===== config.mk =====
export PLATFORM = sky130hd
export DESIGN_NAME = alu_ctrl_seq
export DESIGN_NICKNAME = d
export VERILOG_FILES = /design/src/rtl/alu_ctrl_pkg.sv /design/src/rtl/alu_ctrl_decode.sv /design/src/rtl/alu_ctrl_seq.sv
export SDC_FILE = /design/constraint.sdc
export NUM_CORES = 1
export LEC_CHECK = 0
export BUFFER_PORTS_ARGS = -buffer_cell sky130_fd_sc_hd__buf_2
export CORE_ASPECT_RATIO = 1.4
export CORE_MARGIN = 4
export CORE_UTILIZATION = 52
export DETAILED_ROUTE_END_ITERATION = 16
export PLACE_DENSITY = 0.89
export SETUP_SLACK_MARGIN = 0.1
export SLEW_MARGIN = 40
export SYNTH_ARGS = -nofsm -noshare
export SYNTH_HDL_FRONTEND = slang
export SYNTH_SLANG_ARGS = --single-unit
export TNS_END_PERCENT = 1

===== constraint.sdc =====
create_clock -name clk -period 1.6 [get_ports clk]
set_input_delay 0.4 -clock clk [delete_from_list [all_inputs] [get_ports clk]]
set_output_delay 0.4 -clock clk [all_outputs]
set_load 0.01 [all_outputs]

===== src/rtl/alu_ctrl_pkg.sv =====
// Shared constants for the ALU-control sequencer: opcodes, R-type functions,
// ALU control codes and FSM state encoding.
package alu_ctrl_pkg;

    localparam int unsigned ALU_W = 4;

    // I-type opcodes (R-type uses OP_RTYPE and decodes on opext)
    localparam logic [3:0] OP_RTYPE = 4'b0000;
    localparam logic [3:0] OP_ADDI  = 4'b0101;
    localparam logic [3:0] OP_SUBI  = 4'b1001;
    localparam logic [3:0] OP_ANDI  = 4'b0001;
    localparam logic [3:0] OP_ORI   = 4'b0011;
    localparam logic [3:0] OP_XORI  = 4'b0010;
    localparam logic [3:0] OP_SLTI  = 4'b1011;
    localparam logic [3:0] OP_SLTUI = 4'b1101;
    localparam logic [3:0] OP_SHIFT = 4'b1000;
    localparam logic [3:0] OP_LUI   = 4'b1111;

    // opext values with special meaning
    localparam logic [3:0] EXT_LSH   = 4'b0100;
    localparam logic [3:0] EXT_MOVRI = 4'b0100;

    // ALU control codes
    localparam logic [ALU_W-1:0] ALU_ADD    = 4'b0000;
    localparam logic [ALU_W-1:0] ALU_SUB    = 4'b0001;
    localparam logic [ALU_W-1:0] ALU_AND    = 4'b0010;
    localparam logic [ALU_W-1:0] ALU_OR     = 4'b0011;
    localparam logic [ALU_W-1:0] ALU_XOR    = 4'b0100;
    localparam logic [ALU_W-1:0] ALU_SLT    = 4'b0101;
    localparam logic [ALU_W-1:0] ALU_SLTU   = 4'b0110;
    localparam logic [ALU_W-1:0] ALU_LSH    = 4'b0111;
    localparam logic [ALU_W-1:0] ALU_LSHI   = 4'b1000;
    localparam logic [ALU_W-1:0] ALU_LUI    = 4'b1001;
    localparam logic [ALU_W-1:0] ALU_SHIFT1 = 4'b1010;
    localparam logic [ALU_W-1:0] ALU_MOVRI  = 4'b1111;

    // FSM state encoding
    localparam logic [0:0] ST_IDLE  = 1'b0;
    localparam logic [0:0] ST_SHIFT = 1'b1;

endpackage


===== src/rtl/alu_ctrl_decode.sv =====
// Combinational opcode/opext -> ALU control decoder.
// Ports:
//   i_opcode    instruction opcode
//   i_opext     opcode extension / R-type function
//   o_code_c    ALU control code (0 when illegal)
//   o_illegal_c opcode/opext undecodable
//   o_is_lshi_c instruction is an immediate shift (candidate for expansion)
module alu_ctrl_decode
    import alu_ctrl_pkg::*;
#(
    parameter int unsigned OP_W  = 4,
    parameter int unsigned EXT_W = 4
) (
    input  logic [OP_W-1:0]  i_opcode,
    input  logic [EXT_W-1:0] i_opext,
    output logic [ALU_W-1:0] o_code_c,
    output logic             o_illegal_c,
    output logic             o_is_lshi_c
);

    // Two-level decode: opcode first, R-type falls through to opext
    always_comb begin
        o_code_c    = ALU_ADD;
        o_illegal_c = 1'b0;
        o_is_lshi_c = 1'b0;
        case (i_opcode)
            OP_W'(OP_ADDI):  o_code_c = ALU_ADD;
            OP_W'(OP_SUBI):  o_code_c = ALU_SUB;
            OP_W'(OP_ANDI):  o_code_c = ALU_AND;
            OP_W'(OP_ORI):   o_code_c = ALU_OR;
            OP_W'(OP_XORI):  o_code_c = ALU_XOR;
            OP_W'(OP_SLTI):  o_code_c = ALU_SLT;
            OP_W'(OP_SLTUI): o_code_c = ALU_SLTU;
            OP_W'(OP_LUI):   o_code_c = ALU_LUI;
            OP_W'(OP_SHIFT): begin
                // register-amount shift is never expanded
                if (i_opext == EXT_W'(EXT_LSH)) begin
                    o_code_c = ALU_LSH;
                end else begin
                    o_code_c    = ALU_LSHI;
                    o_is_lshi_c = 1'b1;
                end
            end
            OP_W'(OP_RTYPE): begin
                case (i_opext)
                    EXT_W'(OP_ADDI):   o_code_c = ALU_ADD;
                    EXT_W'(OP_SUBI):   o_code_c = ALU_SUB;
                    EXT_W'(OP_ANDI):   o_code_c = ALU_AND;
                    EXT_W'(OP_ORI):    o_code_c = ALU_OR;
                    EXT_W'(OP_XORI):   o_code_c = ALU_XOR;
                    EXT_W'(OP_SLTI):   o_code_c = ALU_SLT;
                    EXT_W'(OP_SLTUI):  o_code_c = ALU_SLTU;
                    EXT_W'(EXT_MOVRI): o_code_c = ALU_MOVRI;
                    default:           o_illegal_c = 1'b1;
                endcase
            end
            default: o_illegal_c = 1'b1;
        endcase
    end

endmodule


===== src/rtl/alu_ctrl_seq.sv =====
// Registered ALU-control sequencer. Accepts one instruction per valid/ready
// handshake, decodes it and emits one or more registered control beats.
// Immediate shifts can be expanded into single-bit SHIFT1 beats.
// Ports:
//   clk, reset          clock, asynchronous active-low reset
//   in_valid/in_ready   instruction handshake
//   opcode, opext, imm  instruction fields; imm[SHAMT_W] = direction
//   out_valid/out_ready control-beat handshake
//   alucont             ALU control code (zero-extended)
//   shift_right         shift direction on shift beats, 0 otherwise
//   out_last            final beat of the instruction
//   illegal             undecodable instruction (alucont = 0)
module alu_ctrl_seq
    import alu_ctrl_pkg::*;
#(
    parameter int unsigned OP_W             = 4,
    parameter int unsigned EXT_W            = 4,
    parameter int unsigned CTRL_W           = 4,
    parameter int unsigned SHAMT_W          = 4,
    parameter bit          MULTI_STEP_SHIFT = 1'b1
) (
    input  logic               clk,
    input  logic               reset,
    input  logic               in_valid,
    output logic               in_ready,
    input  logic [OP_W-1:0]    opcode,
    input  logic [EXT_W-1:0]   opext,
    input  logic [SHAMT_W:0]   imm,
    output logic               out_valid,
    input  logic               out_ready,
    output logic [CTRL_W-1:0]  alucont,
    output logic               shift_right,
    output logic               out_last,
    output logic               illegal
);

    logic [0:0]         r_state,   w_state_nxt;
    logic [SHAMT_W-1:0] r_cnt,     w_cnt_nxt;
    logic               r_valid,   w_valid_nxt;
    logic [ALU_W-1:0]   r_code,    w_code_nxt;
    logic               r_right,   w_right_nxt;
    logic               r_last,    w_last_nxt;
    logic               r_illegal, w_illegal_nxt;

    logic [ALU_W-1:0]   w_dec_code;
    logic               w_dec_illegal;
    logic               w_dec_is_lshi;
    logic               w_accept;
    logic               w_xfer;
    logic [SHAMT_W-1:0] w_mag;
    logic               w_dir;

    alu_ctrl_decode #(
        .OP_W  (OP_W),
        .EXT_W (EXT_W)
    ) u_decode (
        .i_opcode    (opcode),
        .i_opext     (opext),
        .o_code_c    (w_dec_code),
        .o_illegal_c (w_dec_illegal),
        .o_is_lshi_c (w_dec_is_lshi)
    );

    // Accept only when idle and the current beat (if any) is leaving as the last
    assign in_ready = (r_state == ST_IDLE) & (~r_valid | (out_ready & r_last));
    assign w_accept = in_valid & in_ready;
    assign w_xfer   = r_valid & out_ready;
    assign w_mag    = imm[SHAMT_W-1:0];
    assign w_dir    = imm[SHAMT_W];

    // State and output registers
    always_ff @(posedge clk or negedge reset) begin
        if (!reset) begin
            r_state   <= ST_IDLE;
            r_cnt     <= '0;
            r_valid   <= 1'b0;
            r_code    <= '0;
            r_right   <= 1'b0;
            r_last    <= 1'b0;
            r_illegal <= 1'b0;
        end else begin
            r_state   <= w_state_nxt;
            r_cnt     <= w_cnt_nxt;
            r_valid   <= w_valid_nxt;
            r_code    <= w_code_nxt;
            r_right   <= w_right_nxt;
            r_last    <= w_last_nxt;
            r_illegal <= w_illegal_nxt;
        end
    end

    // Next-state and next-beat logic; r_cnt counts beats still to follow
    always_comb begin
        w_state_nxt   = r_state;
        w_cnt_nxt     = r_cnt;
        w_valid_nxt   = r_valid;
        w_code_nxt    = r_code;
        w_right_nxt   = r_right;
        w_last_nxt    = r_last;
        w_illegal_nxt = r_illegal;
        case (r_state)
            ST_IDLE: begin
                if (w_accept) begin
                    w_valid_nxt   = 1'b1;
                    w_last_nxt    = 1'b1;
                    w_code_nxt    = w_dec_code;
                    w_illegal_nxt = w_dec_illegal;
                    w_right_nxt   = 1'b0;
                    w_cnt_nxt     = '0;
                    if (w_dec_is_lshi) begin
                        w_right_nxt = w_dir;
                        // zero-magnitude lshi stays a single 1000 beat
                        if (MULTI_STEP_SHIFT && (w_mag != '0)) begin
                            w_code_nxt = ALU_SHIFT1;
                            if (w_mag != SHAMT_W'(1)) begin
                                w_last_nxt  = 1'b0;
                                w_cnt_nxt   = w_mag - SHAMT_W'(1);
                                w_state_nxt = ST_SHIFT;
                            end
                        end
                    end
                end else if (w_xfer) begin
                    w_valid_nxt = 1'b0;
                end
            end
            ST_SHIFT: begin
                if (w_xfer) begin
                    if (r_last) begin
                        w_state_nxt = ST_IDLE;
                        w_valid_nxt = 1'b0;
                    end else begin
                        w_cnt_nxt  = r_cnt - SHAMT_W'(1);
                        w_last_nxt = (r_cnt == SHAMT_W'(1));
                    end
                end
            end
            default: begin
                w_state_nxt = ST_IDLE;
                w_valid_nxt = 1'b0;
            end
        endcase
    end

    assign out_valid   = r_valid;
    assign alucont     = CTRL_W'(r_code);
    assign shift_right = r_right;
    assign out_last    = r_last;
    assign illegal     = r_illegal;

endmodule


# After elaboration in Yosys (flattened, before gate mapping)
# Index checks and enable logic that the tools add are counted.
totals:
  regBits: 13
  input_bits: 17
  elab_cells: 84
classes:
  n_addsub: 2
  n_eq_ne: 24
  muxes: 36
  n_bitwise: 7
  reduce_logical: 8
op_table:
  columns: ["op", "n"]
  rows:
  - ["$mux 4", 9]
  - ["$pmux 4 s9", 1]
  - ["$eq 4x4->1 const B", 8]
  - ["$pmux 4 s7", 1]
  - ["$mux 1", 20]
  - ["$eq 4x2->1 const B", 4]
  - ["$eq 4x1->1 const B", 3]
  - ["$eq 4x3->1 const B", 3]
  - ["$reduce_or 9->1", 1]
  - ["$pmux 1 s2", 4]
  - ["$pmux 4 s2", 1]
  - ["$reduce_or 8->1", 1]
  - ["$sub 4x1->4 const B", 2]
  - ["$reduce_and 3->1", 2]
  - ["$and 1x1->1", 4]
  - ["$logic_not 4->1", 1]
  - ["$ne 2x1->1 const B", 2]
  - ["$ne 2x2->1 const B", 2]
  - ["$ne 4x1->1 const B", 1]
  - ["$reduce_and 2->1", 2]
  - ["$reduce_bool 4->1", 1]
  - ["$ne 3x3->1 const B", 1]
  - ["$not 1->1", 2]
  - ["$or 1x1->1", 1]

# Depth between registers and ports, before layout
depth:
  depth_word: 6
  mapped_depth: 6
  depth_no_buf: 6

# Modules after synthesis
# Synthesis repeated with hierarchy kept, for this count alone.
hier_totals:
  cells_unflattened: 118
  area_unflattened_um2: 1032.2
modules_own_cells:
  columns: ["mod", "instances", "cells_each", "area_each_um2", "seq_area_each_um2"]
  rows:
  - ["alu_ctrl_seq", 1, 78, 768.2, 325.3]
  - ["alu_ctrl_decode", 1, 40, 264.0, 0.0]

# Worst setup path after synthesis
# Ideal clock, no wire load.
synth_path:
  path_type: "input -> register"
  startpoint: "in opext[1]"
  endpoint: "reg r_cnt[0]"
  arrival_time_ns: 1.449
  setup_slack_ns: 0.009
  stages: 5
  n_path_buf: 1
  cell_sequence: "or4b_1 > clkbuf_2 > and3_4 > o311ai_4 > o221ai_1"
synth_via:
  elab_chain_cells: 6
synth_rtl:
  columns: ["element", "line_no", "source"]
  rows:
  - ["from (decl)", "alu_ctrl_seq.sv:27", "input logic [EXT_W-1:0] opext,"]
  - ["$eq 4x3->1", "alu_ctrl_decode.sv:37", "if (i_opext == EXT_W'(EXT_LSH)) begin"]
  - ["$mux 1", "alu_ctrl_decode.sv:37", null]
  - ["$mux 1", "alu_ctrl_decode.sv:26", "case (i_opcode)"]
  - ["$mux 4", "alu_ctrl_seq.sv:110", "if (w_dec_is_lshi) begin"]
  - ["$mux 4", "alu_ctrl_seq.sv:103", "if (w_accept) begin"]
  - ["$pmux 4 s2", "alu_ctrl_seq.sv:101", "case (r_state)"]
  - ["to (signal assigned)", "alu_ctrl_seq.sv:83", "r_cnt <= w_cnt_nxt;"]
  - ["to (decl)", "alu_ctrl_seq.sv:38", "logic [SHAMT_W-1:0] r_cnt, w_cnt_nxt;"]
# No other way between the ends. The select of a mux whose other input is x is not followed.
# A chain may end at the register's enable or synchronous reset.

# Final worst setup path
layout_path:
  startpoint: "reg r_state"
  endpoint: "out in_ready"
layout_via:
  elab_chain_cells: 2
layout_rtl:
  columns: ["element", "line_no", "source"]
  rows:
  - ["from (decl)", "alu_ctrl_seq.sv:37", "logic [0:0] r_state, w_state_nxt;"]
  - ["from (signal assigned)", "alu_ctrl_seq.sv:82", "r_state <= w_state_nxt;"]
  - ["$not 1->1 (no source line)", null, null]
  - ["$and 1x1->1", "alu_ctrl_seq.sv:65", "assign in_ready = (r_state == ST_IDLE) & (~r_valid | (out_ready & r_last));"]
  - ["to (decl)", "alu_ctrl_seq.sv:25", "output logic in_ready,"]
# No other way between the ends.

==> impl_metrics.ini <==
[power_and_ir_drop]
irDropWorstVdd_mv = 0.404
power_per_cell_area_nw_per_um2 = 737
power.leakage_nw = 0.610

[global_routing]
grt_pass1_vias = 1099
grt.busiest_layer = met2
grt-ovfl-total = 0
use_met2 = 0.397
track_usage = 0.225
grt_pass1_wl_um = 4440
grt_max_degree = 16
antenna_found_initial = 0
grt.met3_usage = 0.0593
use_met1 = 0.213

[clocking]
htreeDepth = 1
clkTransAtPathRegs_ns = 0.07
cts_made_buffers = 3
root_buffer = clkbuf_4
insertion_delay_ns = 0.28
clk_path_buf_depth = 2
cts_tree = built
clock-sinks = 13

[route]
vias_per_cell = 5.92
vias = 1077
finalWirelength_um = 2710
drt_iter0_markers = 29
remaining_drc_errors = 0
ant_nets = 0
wire_per_inst_um = 14.9
drt_first_pass_iters = 4

[layout]
num_antenna_cells = 0
utilization = 0.728
register_area_um2 = 328
drive_above_1_share = 0.340
area_growth_pct = 30.3
fillCellCount = 150
multi_input_area_um2 = 652
mostFrequentLayoutCell = buf_2
mostFrequentLayoutCells = 25 x buf_2, 18 x buf_4, 11 x dfrtp_1
final_area_um2 = 1330
final_nets = 184

[timing]
setup_viol = 0
min_period_ns = 1.50
hold_slack_ns = 0.356
period_share = 0.936
finalHoldViolations = 0
fin_skew_ns = 0.00382
rsz0062_at_grt = true
fmax_ghz = 0.667
slew_violations = 0
tightest_slew_ns = 0.391
setup-tns-final_ns = 0
slew_headroom = 0.736

[floorplanning]
die_h_um = 60.4
die-area_um2 = 2740
die_w_um = 45.4
io_pins = 26
initial_core_util = 0.558
core_um2 = 1820
placement_rows = 18

[critical_path]
cp-end-kind = primary output
cp-start-kind = register
arrival_ns = 1.10
required_ns = 1.20
path_class = reg -> out
crit_fanout = 8

[synthesis]
ys.flop_type = dfrtp_1
async_flop_share = 1.00
yosysWarnings = 0
synth_seq_cells = 13
synth.avg_cell_area_um2 = 8.42
synth_area_um2 = 1020
ys_seq_area_frac = 0.319
synth.distinct_cells = 46
synthesis.nets = 142
synth_cells = 121
synth_edf_count = 0

[placed_design]
gp_congestion = 0.868
port_buffers = 25
place_area_um2 = 1240
hpwl_um = 2060

[flow_run]
maxCapViolations = 0

[worst_hold_path]
hold_path_class = in -> reg

[status]
status = finished, final reports clean
## routing by layer
metal / up-vias / routed length, µm
li1: 531 / -
met1: 494 / 1000
met2: 42 / 1460
met3: 10 / 143
met4: 0 / 107
met5: - / 0
## report_power, final
part	total [mW]	switching (mW)	internal, mW
registers	0.422	0.0425	0.380
clock network	0.202	0.105	0.0968
logic	0.354	0.187	0.167
## kinds of logic after synthesis
family | after synthesis | share of synthesized area
AO/OA/AOI/OAI | 34 | 0.248
XOR/XNOR | 5 | 0.0430
adder cells (fa/ha/maj) | 5 | 0.0590
buffers and inverters | 14 | 0.0553
flip-flops | 13 | 0.319
multiplexers | 1 | 0.00983
AND/OR/NAND/NOR | 49 | 0.265
## cell usage after synthesis (all sizes together), types with 2 or more instances
library cell	count	area, µm²
o311ai	2	35.0
o211ai	2	15.0
nor2b	2	12.5
nand4	4	25.0
nor3	8	45.0
xor2	3	26.3
nand2	9	33.8
nand2b	2	12.5
o21ai	10	50.0
and3	2	17.5
ha	4	50.1
a31oi	2	12.5
clkbuf	5	20.0
nor2	9	33.8
buf	2	10.0
nand3	4	20.0
dfrtp	13	325
o22a	2	17.5
nand3b	3	22.5
inv	7	26.3
a22oi	4	30.0
a21oi	2	10.0
xnor2	2	17.5
## critical path, stage by stage, from the launching register on
cell	delay, ns
dfrtp_1	0.41
buf_4	0.17
nor2_1	0.10
buf_2	0.14
## stage by stage
stage | setup slack [ns] | std cells | total power [mW]
floorplan | 0.00985 | 121 | 0.609
global placement | -0.124 | 173 | 0.735
detailed placement | -0.176 | 173 | 0.753
CTS | 0.0958 | 181 | 0.976
global route | 0.0620 | 182 | 1.04
finish | 0.102 | 182 | 0.978
## layout make-up
cell class	instances	area share
Clock buffer	4	0.0198
Inverter	7	0.0198
Multi-Input combinational cell	94	0.491
Sequential cell	13	0.247
Tap cell	20	0.0189
Timing Repair Buffer	44	0.204
## worst paths after layout
check | slack, ns | cells past startpoint | start | endpoint
max | 0.10 | 3 | r_state$_DFF_PN0_ | in_ready
min | 0.36 | 3 | imm[4] | shift_right$_DFFE_PN0P_
max reg2reg | 0.13 | 5 | out_valid$_DFFE_PN0P_ | out_last$_DFFE_PN0P_
min reg2reg | 0.47 | 2 | shift_right$_DFFE_PN0P_ | shift_right$_DFFE_PN0P_
max in group asynchronous | 0.83 | 2 | reset | out_valid$_DFFE_PN0P_
min in group asynchronous | 0.52 | 2 | reset | r_cnt[2]$_DFFE_PN0P_
## registers in the layout, indices dropped and copies added (netlist names)
register and count:
alucont 4, out_last 1, shift_right 1, out_valid 1
r_cnt 4, r_state 1, illegal 1
## timing repair
item | in CTS | in global routing
gates resized for setup | 6 | 2
setup endpoints to repair | 4 | 5
pin swaps | 1 | 2
hold buffers | 1 | 0
gates cloned | 0 | 0
hold endpoints to repair | 13 | 0
buffers inserted | 3 | 1
Power figures use the tool's default switching activity.
